--- config.mk ---
export PLATFORM = sky130hd
export DESIGN_NAME = search_scan_ctrl
export DESIGN_NICKNAME = d
export VERILOG_FILES = /design/src/rtl/search_scan_ctrl.sv
export SDC_FILE = /design/constraint.sdc
export NUM_CORES = 1
export LEC_CHECK = 0
export CORE_ASPECT_RATIO = 1.4
export CORE_MARGIN = 4
export CORE_UTILIZATION = 58
export CTS_BUF_LIST = sky130_fd_sc_hd__clkbuf_4
export CTS_CLUSTER_DIAMETER = 120
export CTS_CLUSTER_SIZE = 10
export DETAILED_ROUTE_END_ITERATION = 8
export PLACE_DENSITY = 0.88
export SLEW_MARGIN = 40
export SYNTH_ARGS = -nofsm -noshare
export SYNTH_HDL_FRONTEND = slang
export SYNTH_SLANG_ARGS = --single-unit
--- constraint.sdc ---
create_clock -name Clk -period 4.1 [get_ports Clk]
set_clock_uncertainty 0.1 [all_clocks]
set_input_delay 0.615 -clock Clk [delete_from_list [all_inputs] [get_ports Clk]]
set_output_delay 0.615 -clock Clk [all_outputs]
set_load 0.01 [all_outputs]
--- src/rtl/search_scan_ctrl.sv ---
`timescale 1ns/1ps
`default_nettype none
// ============================================================================
// Module      : search_scan_ctrl
// Description : Window search scan over a frame. The single memory read port is
//               time-shared among WIN column slots. A one-stage pipeline tracks
//               the returned data and flags each completed window position.
// Revision    : 1.0 - initial release
// ============================================================================
module search_scan_ctrl #(
  parameter int FRAME_W = 64,
  parameter int FRAME_H = 64,
  parameter int WIN     = 4,
  parameter int AW      = 12
) (
  input  logic                    Clk,
  input  logic                    Rst_n,
  input  logic                    Start,
  input  logic                    Stall,
  output logic [AW-1:0]           MemAddr,
  output logic                    MemRd,
  output logic [$clog2(WIN)-1:0]  ColSel,
  output logic                    DataValid,
  output logic [$clog2(WIN)-1:0]  DataCol,
  output logic                    PosDone,
  output logic [7:0]              PosX,
  output logic [7:0]              PosY,
  output logic                    Busy,
  output logic                    Done
);

  localparam int KW = $clog2(WIN);

  localparam logic [1:0] S_IDLE  = 2'd0;
  localparam logic [1:0] S_FETCH = 2'd1;
  localparam logic [1:0] S_DRAIN = 2'd2;
  localparam logic [1:0] S_FIN   = 2'd3;

  logic [1:0]    state;
  logic [1:0]    state_nxt;
  logic [7:0]    x;
  logic [7:0]    y;
  logic [KW-1:0] k;
  logic          fetch_go;
  logic          last_rd;
  logic          dv_q;

  assign fetch_go = (state == S_FETCH) && !Stall;
  assign last_rd  = (x == 8'(FRAME_W - WIN)) && (y == 8'(FRAME_H - 1)) &&
                    (k == KW'(WIN - 1));

  // State register
  always_ff @(posedge Clk or negedge Rst_n) begin
    if (!Rst_n) begin
      state <= S_IDLE;
    end else if (!Stall) begin
      state <= state_nxt;
    end
  end

  // Next-state logic
  always_comb begin
    state_nxt = state;
    case (state)
      S_IDLE:  if (Start)   state_nxt = S_FETCH;
      S_FETCH: if (last_rd) state_nxt = S_DRAIN;
      S_DRAIN: state_nxt = S_FIN;
      S_FIN:   state_nxt = S_IDLE;
      default: state_nxt = S_IDLE;
    endcase
  end

  // Window position and slot counters; cleared on the final read so IDLE starts at 0
  always_ff @(posedge Clk or negedge Rst_n) begin
    if (!Rst_n) begin
      x <= '0;
      y <= '0;
      k <= '0;
    end else if (fetch_go) begin
      if (k == KW'(WIN - 1)) begin
        k <= '0;
        if (last_rd) begin
          x <= '0;
          y <= '0;
        end else if (x == 8'(FRAME_W - WIN)) begin
          x <= '0;
          y <= y + 8'd1;
        end else begin
          x <= x + 8'd1;
        end
      end else begin
        k <= k + 1'b1;
      end
    end
  end

  // Read-return pipeline, one cycle of memory latency
  always_ff @(posedge Clk or negedge Rst_n) begin
    if (!Rst_n) begin
      dv_q    <= 1'b0;
      DataCol <= '0;
      PosX    <= '0;
      PosY    <= '0;
    end else if (!Stall) begin
      dv_q    <= MemRd;
      DataCol <= ColSel;
      if (MemRd) begin
        PosX <= x;
        PosY <= y;
      end
    end
  end

  // Outputs
  always_comb begin
    MemRd     = fetch_go;
    ColSel    = k;
    MemAddr   = AW'(y) * AW'(FRAME_W) + AW'(x) + AW'(k);
    DataValid = dv_q && !Stall;
    PosDone   = dv_q && !Stall && (DataCol == KW'(WIN - 1));
    Busy      = (state != S_IDLE);
    Done      = (state == S_FIN) && !Stall;
  end

endmodule
`default_nettype wire

==> results of run 1 <==
[cells in the final DEF (no fill, tap or decap), types with 2 or more instances in the layout]
master,n
a21o_1,3
nor2b_1,2
a31oi_1,2
dfrtp_1,39
nand2_1,47
clkdlybuf4s50_1,39
inv_1,11
nand3_1,11
and3_1,3
mux2_2,4
o21ai_0,13
nor3_1,3
and4_2,2
and3_2,2
a21oi_1,5
nor2_1,7
xnor2_1,12
ha_1,13
buf_4,2
clkbuf_4,5
xor2_1,4
nand4_1,3
[final cells by class]
| cell class | count | share of cell area (%) |
|---|---|---|
| clock buffers | 5 | 1.47 |
| clock inverters | 2 | 0.343 |
| inverters | 12 | 1.76 |
| multi-input cells | 155 | 40.4 |
| flip-flops and latches | 39 | 38.2 |
| well taps | 40 | 1.96 |
| repair buffers | 41 | 15.9 |
[cell usage after synthesis, types with 2 or more instances]
library cell	number	area [µm²]
a21o_1	3	22.5
a21oi_1	5	25.0
a31oi_1	2	12.5
and3_1	3	18.8
and3_2	2	15.0
and4_2	2	20.0
buf_2	4	20.0
buf_4	4	30.0
clkbuf_1	3	11.3
dfrtp_1	39	976
ha_1	13	163
inv_1	11	41.3
mux2_2	4	45.0
nand2_1	47	176
nand3_1	11	55.1
nand4_1	3	18.8
nor2_1	7	26.3
nor2b_1	2	12.5
nor3_1	3	15.0
o21ai_0	13	65.1
xnor2_1	12	105
xor2_1	4	35.0
[sequential cells by signal (all words and copies together) (netlist names)]
register	cells
ColSel	2
DataCol	2
PosX	8
PosY	8
dv_q	1
state	2
x	8
y	8
[logic make-up (layout without fill, tap and decap cells)]
| logic type | after synthesis | after routing | share of synthesized area (%) |
|---|---|---|---|
| AND/OR/NAND/NOR | 90 | 90 | 21.8 |
| multiplexers | 6 | 6 | 3.29 |
| adder cells (fa/ha/maj) | 14 | 14 | 8.59 |
| XOR/XNOR | 16 | 16 | 6.59 |
| buffers and inverters | 24 | 60 | 5.53 |
| AO/OA/AOI/OAI | 29 | 29 | 8.29 |
| flip-flops | 39 | 39 | 45.9 |
[where the power goes]
group | internal (µW) | switching, µW | leakage [µW]
registers | 434 | 70.8 | 0.000497
clock network | 60.8 | 125 | 0.0000285
logic | 201 | 176 | 0.000699
[through the flow]
stage	cell area, µm²	utilization, %	instances
floorplan	2130	-	218
global placement	2510	72.9	287
detailed placement	2510	72.9	287
CTS	2560	74.3	294
global route	2560	74.3	294
finish	2560	74.3	294
[how the worst min path moves through the flow]
stage / endpoint / startpoint / slack, ns
CTS: state[1] / Rst_n / 0.12
finish: state[1] / Rst_n / 0.11
detailed placement: PosY[4] / PosY[4] / 0.36
global placement: PosX[7] / PosX[7] / 0.36
floorplan: ColSel[0] / Rst_n / 0.22
global route: state[1] / Rst_n / 0.12
[routing by layer]
layer	GRT usage [%]	vias to the layer above
met3	5.34	8
met5	0	-
met4	10.7	0
li1	-	806
met1	28.0	787
met2	34.5	37
[worst max-delay path, cell delays in order (launching register included)]
cell	delay, ns
dfrtp_1	0.45
ha_1	0.25
fa_1	0.46
nand3_1	0.10
o21ai_0	0.14
nand3_1	0.14
xnor2_1	0.13
clkdlybuf4s50_1	0.57
==> flow_summary.yaml, run 1 <==
setup_path:
  r2r.worst_path.cells: 5
  r2r-start: "ColSel[1]"
  critical_path.max_fanout: 6
  required_ns: 3.38
  cp_data_arrival_time_ns: 2.59
  r2r_slack_ns: 1.91
  crit_path_end_kind: "primary output"
  crit_type: "flip-flop to primary output"
  critPathLaunch: "ColSel[0]"
  endpoint: "MemAddr[10]"
  critPathLaunchType: "flip-flop"
  regToRegEndpoint: "state[1]"
flow_run:
  cap_violations: 0
place:
  dp_slack_ns: 1.19
  place_congestion: 0.925
  dpl.hpwl_mm: 3.26
  io_buffers: 40
logic_synthesis:
  yosysWarnings: 0
  yosys_register_bits: 39
  syn_area_per_cell_um2: 9.76
  synthFlopType: "dfrtp_1"
  synth_area_um2: 2130
  syn-num-nets: 236
  synth_edf_count: 0
  seq_area_frac_synth_pct: 45.9
  synth_cells: 218
  async_flop_share_pct: 100
  ys_types: 43
clocking:
  clock-sinks: 39
  post_cts_buffers: 0
  clockBufferDepth: 2
  insertion_delay_ns: 0.36
  clock-root-buffer: "clkbuf_4"
  cts_hold_buf: 0
  cts_buffers: 5
  cts_resized: 0
  cts_tree: "yes"
  clk_pin_slew_ns: 0.12
  htree_levels: 2
sta:
  tightest_slew_ns: 0.486
  rsz0062_at_grt: "false"
  fmax_mhz: 302
  slew_headroom_pct: 67.6
  holdWs_ns: 0.107
  period_minus_slack_ns: 3.31
  fin_crit_sh_pct: 80.7
  tns_ns: 0
  setup_viol: 0
  setup_ws_ns: 0.793
  hold_viol_final: 0
  final_max_slew_viol_count: 0
die:
  ioPinCount: 41
  num_rows: 25
  start_util_pct: 61.8
  die_w_um: 59.2
  coreArea_um2: 3440
  die_area_um2: 4710
  die_y_um: 79.7
final_layout:
  multi_input_area_um2: 1030
  final_nets: 272
  diodes: 0
  layout-drive-gt1-share_pct: 9.06
  syn2layout_area_growth_pct: 20.2
  seq_area_um2: 976
  fillers: 262
detailed_routing:
  postRouteWirelength_mm: 4.52
  routed.top_layer: "met4"
  remaining_drc_errors: 0
  dr.pass1.iters: 4
  drt-initial-drc-count: 55
  wl_met2_mm: 2.15
  wire_per_inst_um: 15.4
  vias_per_cell: 5.57
  drtAntennaViolNets: 0
  wl_met1_mm: 2.08
  num_vias: 1638
  wl_met3_um: 204
global_route:
  grtUsageTotal_pct: 22.0
  grt_max_degree: 40
  grt_pass1_vias: 1721
  grt_antenna_before_repair: 0
  overflow: 0
  grt_pass1_wl_mm: 7.79
power_and_ir_drop:
  total_power_uw: 1070
  p_per_area_nw_per_um2: 417
  peakVddDrop_mv: 0.347
  power.leakage_uw: 0.00122
outcome:
  status: "complete, no violations"
worst_hold_path:
  hold_class: "primary input to async pin"
(Power assumes the default switching activity.)
==> run 2: changes to the inputs <==
--- a/config.mk
+++ b/config.mk
@@ -7,12 +7,12 @@
 export LEC_CHECK = 0
 export CORE_ASPECT_RATIO = 1.4
 export CORE_MARGIN = 4
-export CORE_UTILIZATION = 58
+export CORE_UTILIZATION = 48
 export CTS_BUF_LIST = sky130_fd_sc_hd__clkbuf_4
 export CTS_CLUSTER_DIAMETER = 120
 export CTS_CLUSTER_SIZE = 10
 export DETAILED_ROUTE_END_ITERATION = 8
-export PLACE_DENSITY = 0.88
+export PLACE_DENSITY = 0.78
 export SLEW_MARGIN = 40
 export SYNTH_ARGS = -nofsm -noshare
 export SYNTH_HDL_FRONTEND = slang
==> constraint.sdc (replaced) <==
create_clock -name Clk -period 2.7 [get_ports Clk]
set_clock_uncertainty 0.1 [all_clocks]
set_input_delay 0.405 -clock Clk [delete_from_list [all_inputs] [get_ports Clk]]
set_output_delay 0.405 -clock Clk [all_outputs]
set_load 0.01 [all_outputs]
==> flow_summary.yaml, run 2 (synthesized netlist as in run 1, its figures left out) <==
outcome:
  status: "complete, no violations"
setup_path:
  required_ns: 2.19
  critical_path.max_fanout: 3
  regToRegEndpoint: "y[6]"
  critPathLaunchType: "flip-flop"
  crit_type: "flip-flop to primary output"
  cp_data_arrival_time_ns: 2.08
  r2r_slack_ns: 0.46
  r2r.worst_path.cells: 7
  r2r-start: "x[0]"
  crit_path_end_kind: "primary output"
sta:
  hold_viol_final: 0
  fmax_mhz: 386
  fin_crit_sh_pct: 95.9
  final_max_slew_viol_count: 0
  tns_ns: 0
  holdWs_ns: 0.385
  period_minus_slack_ns: 2.59
  slew_headroom_pct: 67.2
  tightest_slew_ns: 0.492
  rsz0062_at_grt: "false"
  setup_viol: 0
global_route:
  grt_pass1_vias: 1722
  overflow: 0
  grtUsageTotal_pct: 18.7
  grt_max_degree: 40
  grt_antenna_before_repair: 0
  grt_pass1_wl_mm: 8.08
final_layout:
  layout-drive-gt1-share_pct: 14.9
  final_util_pct: 63.4
  final_cell_mix: "nand2_1, dfrtp_1, clkdlybuf4s50_1"
  final_nets: 285
  layout_commonest_cell: "nand2_1"
  diodes: 0
  syn2layout_area_growth_pct: 27.4
  fin_area_um2: 2710
die:
  die_w_um: 64.3
  start_util_pct: 49.8
  die_area_um2: 5580
  coreArea_um2: 4270
  ioPinCount: 41
  num_rows: 28
  die_y_um: 86.8
clocking:
  clockBufferDepth: 2
  cts_buffers: 5
  insertion_delay_ns: 0.36
  clock-root-buffer: "clkbuf_4"
  cts_tree: "yes"
  htree_levels: 2
  clock-sinks: 39
  clk_pin_slew_ns: 0.12
detailed_routing:
  wire_per_inst_um: 14.6
  dr.pass1.iters: 4
  drtAntennaViolNets: 0
  remaining_drc_errors: 0
  drt-initial-drc-count: 70
  vias_per_cell: 5.13
  num_vias: 1683
  postRouteWirelength_mm: 4.78
worst_hold_path:
  holdPathEnd: "PosY[3]"
  min_from: "PosY[3]"
  min_delay_path_depth: 2
  hold_class: "flip-flop to flip-flop"
place:
  dpl.hpwl_mm: 3.51
  dpl_cell_area_um2: 2610
  place_congestion: 0.875
  io_buffers: 40
power_and_ir_drop:
  peakVddDrop_mv: 0.597
  total_power_uw: 1770
  power.leakage_uw: 0.00134
  p_per_area_nw_per_um2: 653
flow_run:
  cap_violations: 0
==> run 2: changes by cell type in the layout (fill, tap and decap cells not counted), sizes merged <==
| cell | change |
|---|---|
| buf | +12 |
| clkdlybuf4s50 | -10 |
| dlygate4sd2 | +7 |
| bufinv | +1 |
| clkbuf | +1 |
| clkdlybuf4s15 | +1 |
| dlygate4sd3 | +1 |
| dlymetal6s2s | +1 |
==> run 2: worst max path at each step <==
stage          startpoint          end  slack (ns)  cells after the start
2_1_floorplan   ColSel[0]  MemAddr[10]        0.63                      6
3_3_place_gp         y[0]   MemAddr[9]        0.18                      6
3_5_place_dp         y[0]   MemAddr[9]        0.16                      6
4_1_cts              y[0]   MemAddr[9]        0.04                      6
5_1_grt              y[0]  MemAddr[11]       0.002                      6
6_report             y[0]  MemAddr[11]        0.11                      6
==> run 2: where the power goes <==
group / switching, µW / internal [µW] / total [µW]
logic: 317 / 340 / 656
clock network: 197 / 191 / 388
registers: 65.0 / 661 / 726
total: 579 / 1190 / 1770
==> run 2: stage by stage <==
step                      cells  setup WS [ns]
final                       328          0.110
after global routing        328        0.00241
after CTS                   327         0.0359
after detailed placement    317          0.157
after global placement      317          0.179
after floorplan             218          0.629
==> run 2: worst max-delay path, stage by stage, from the launching register on <==
cell	delay, ns
dfrtp_1	0.42
ha_1	0.34
and4_2	0.25
nand4_1	0.14
a21oi_2	0.19
xnor2_1	0.14
clkdlybuf4s15_1	0.26
==> run 2: cell type report <==
cell class                      count  area (µm²)
Fill cell                         374        1570
Multi-Input combinational cell    155        1040
Sequential cell                    39         977
Timing Repair Buffer               54         494
Tap cell                           60        75.1
Inverter                           12        45.0
Clock inverter                      3        38.8
Clock buffer                        5        37.5
==> run 2: per-layer routing <==
metal	global-route usage, %	part of all wire (%)	vias to the layer above
li1	-	-	830
met1	23.1	44	804
met2	32.8	50	43
met3	3.89	3.8	6
met4	5.19	1.4	0
met5	0	0	-
==> run 2: timing repair <==
| action | 4_1_cts | 5_1_grt |
|---|---|---|
| hold endpoints to repair | 39 | 0 |
| buffers inserted | 1 | 1 |
| hold buffers | 1 | 0 |
| pin swaps | 0 | 1 |
| setup endpoints to repair | 9 | 3 |
| gates resized for setup | 14 | 4 |
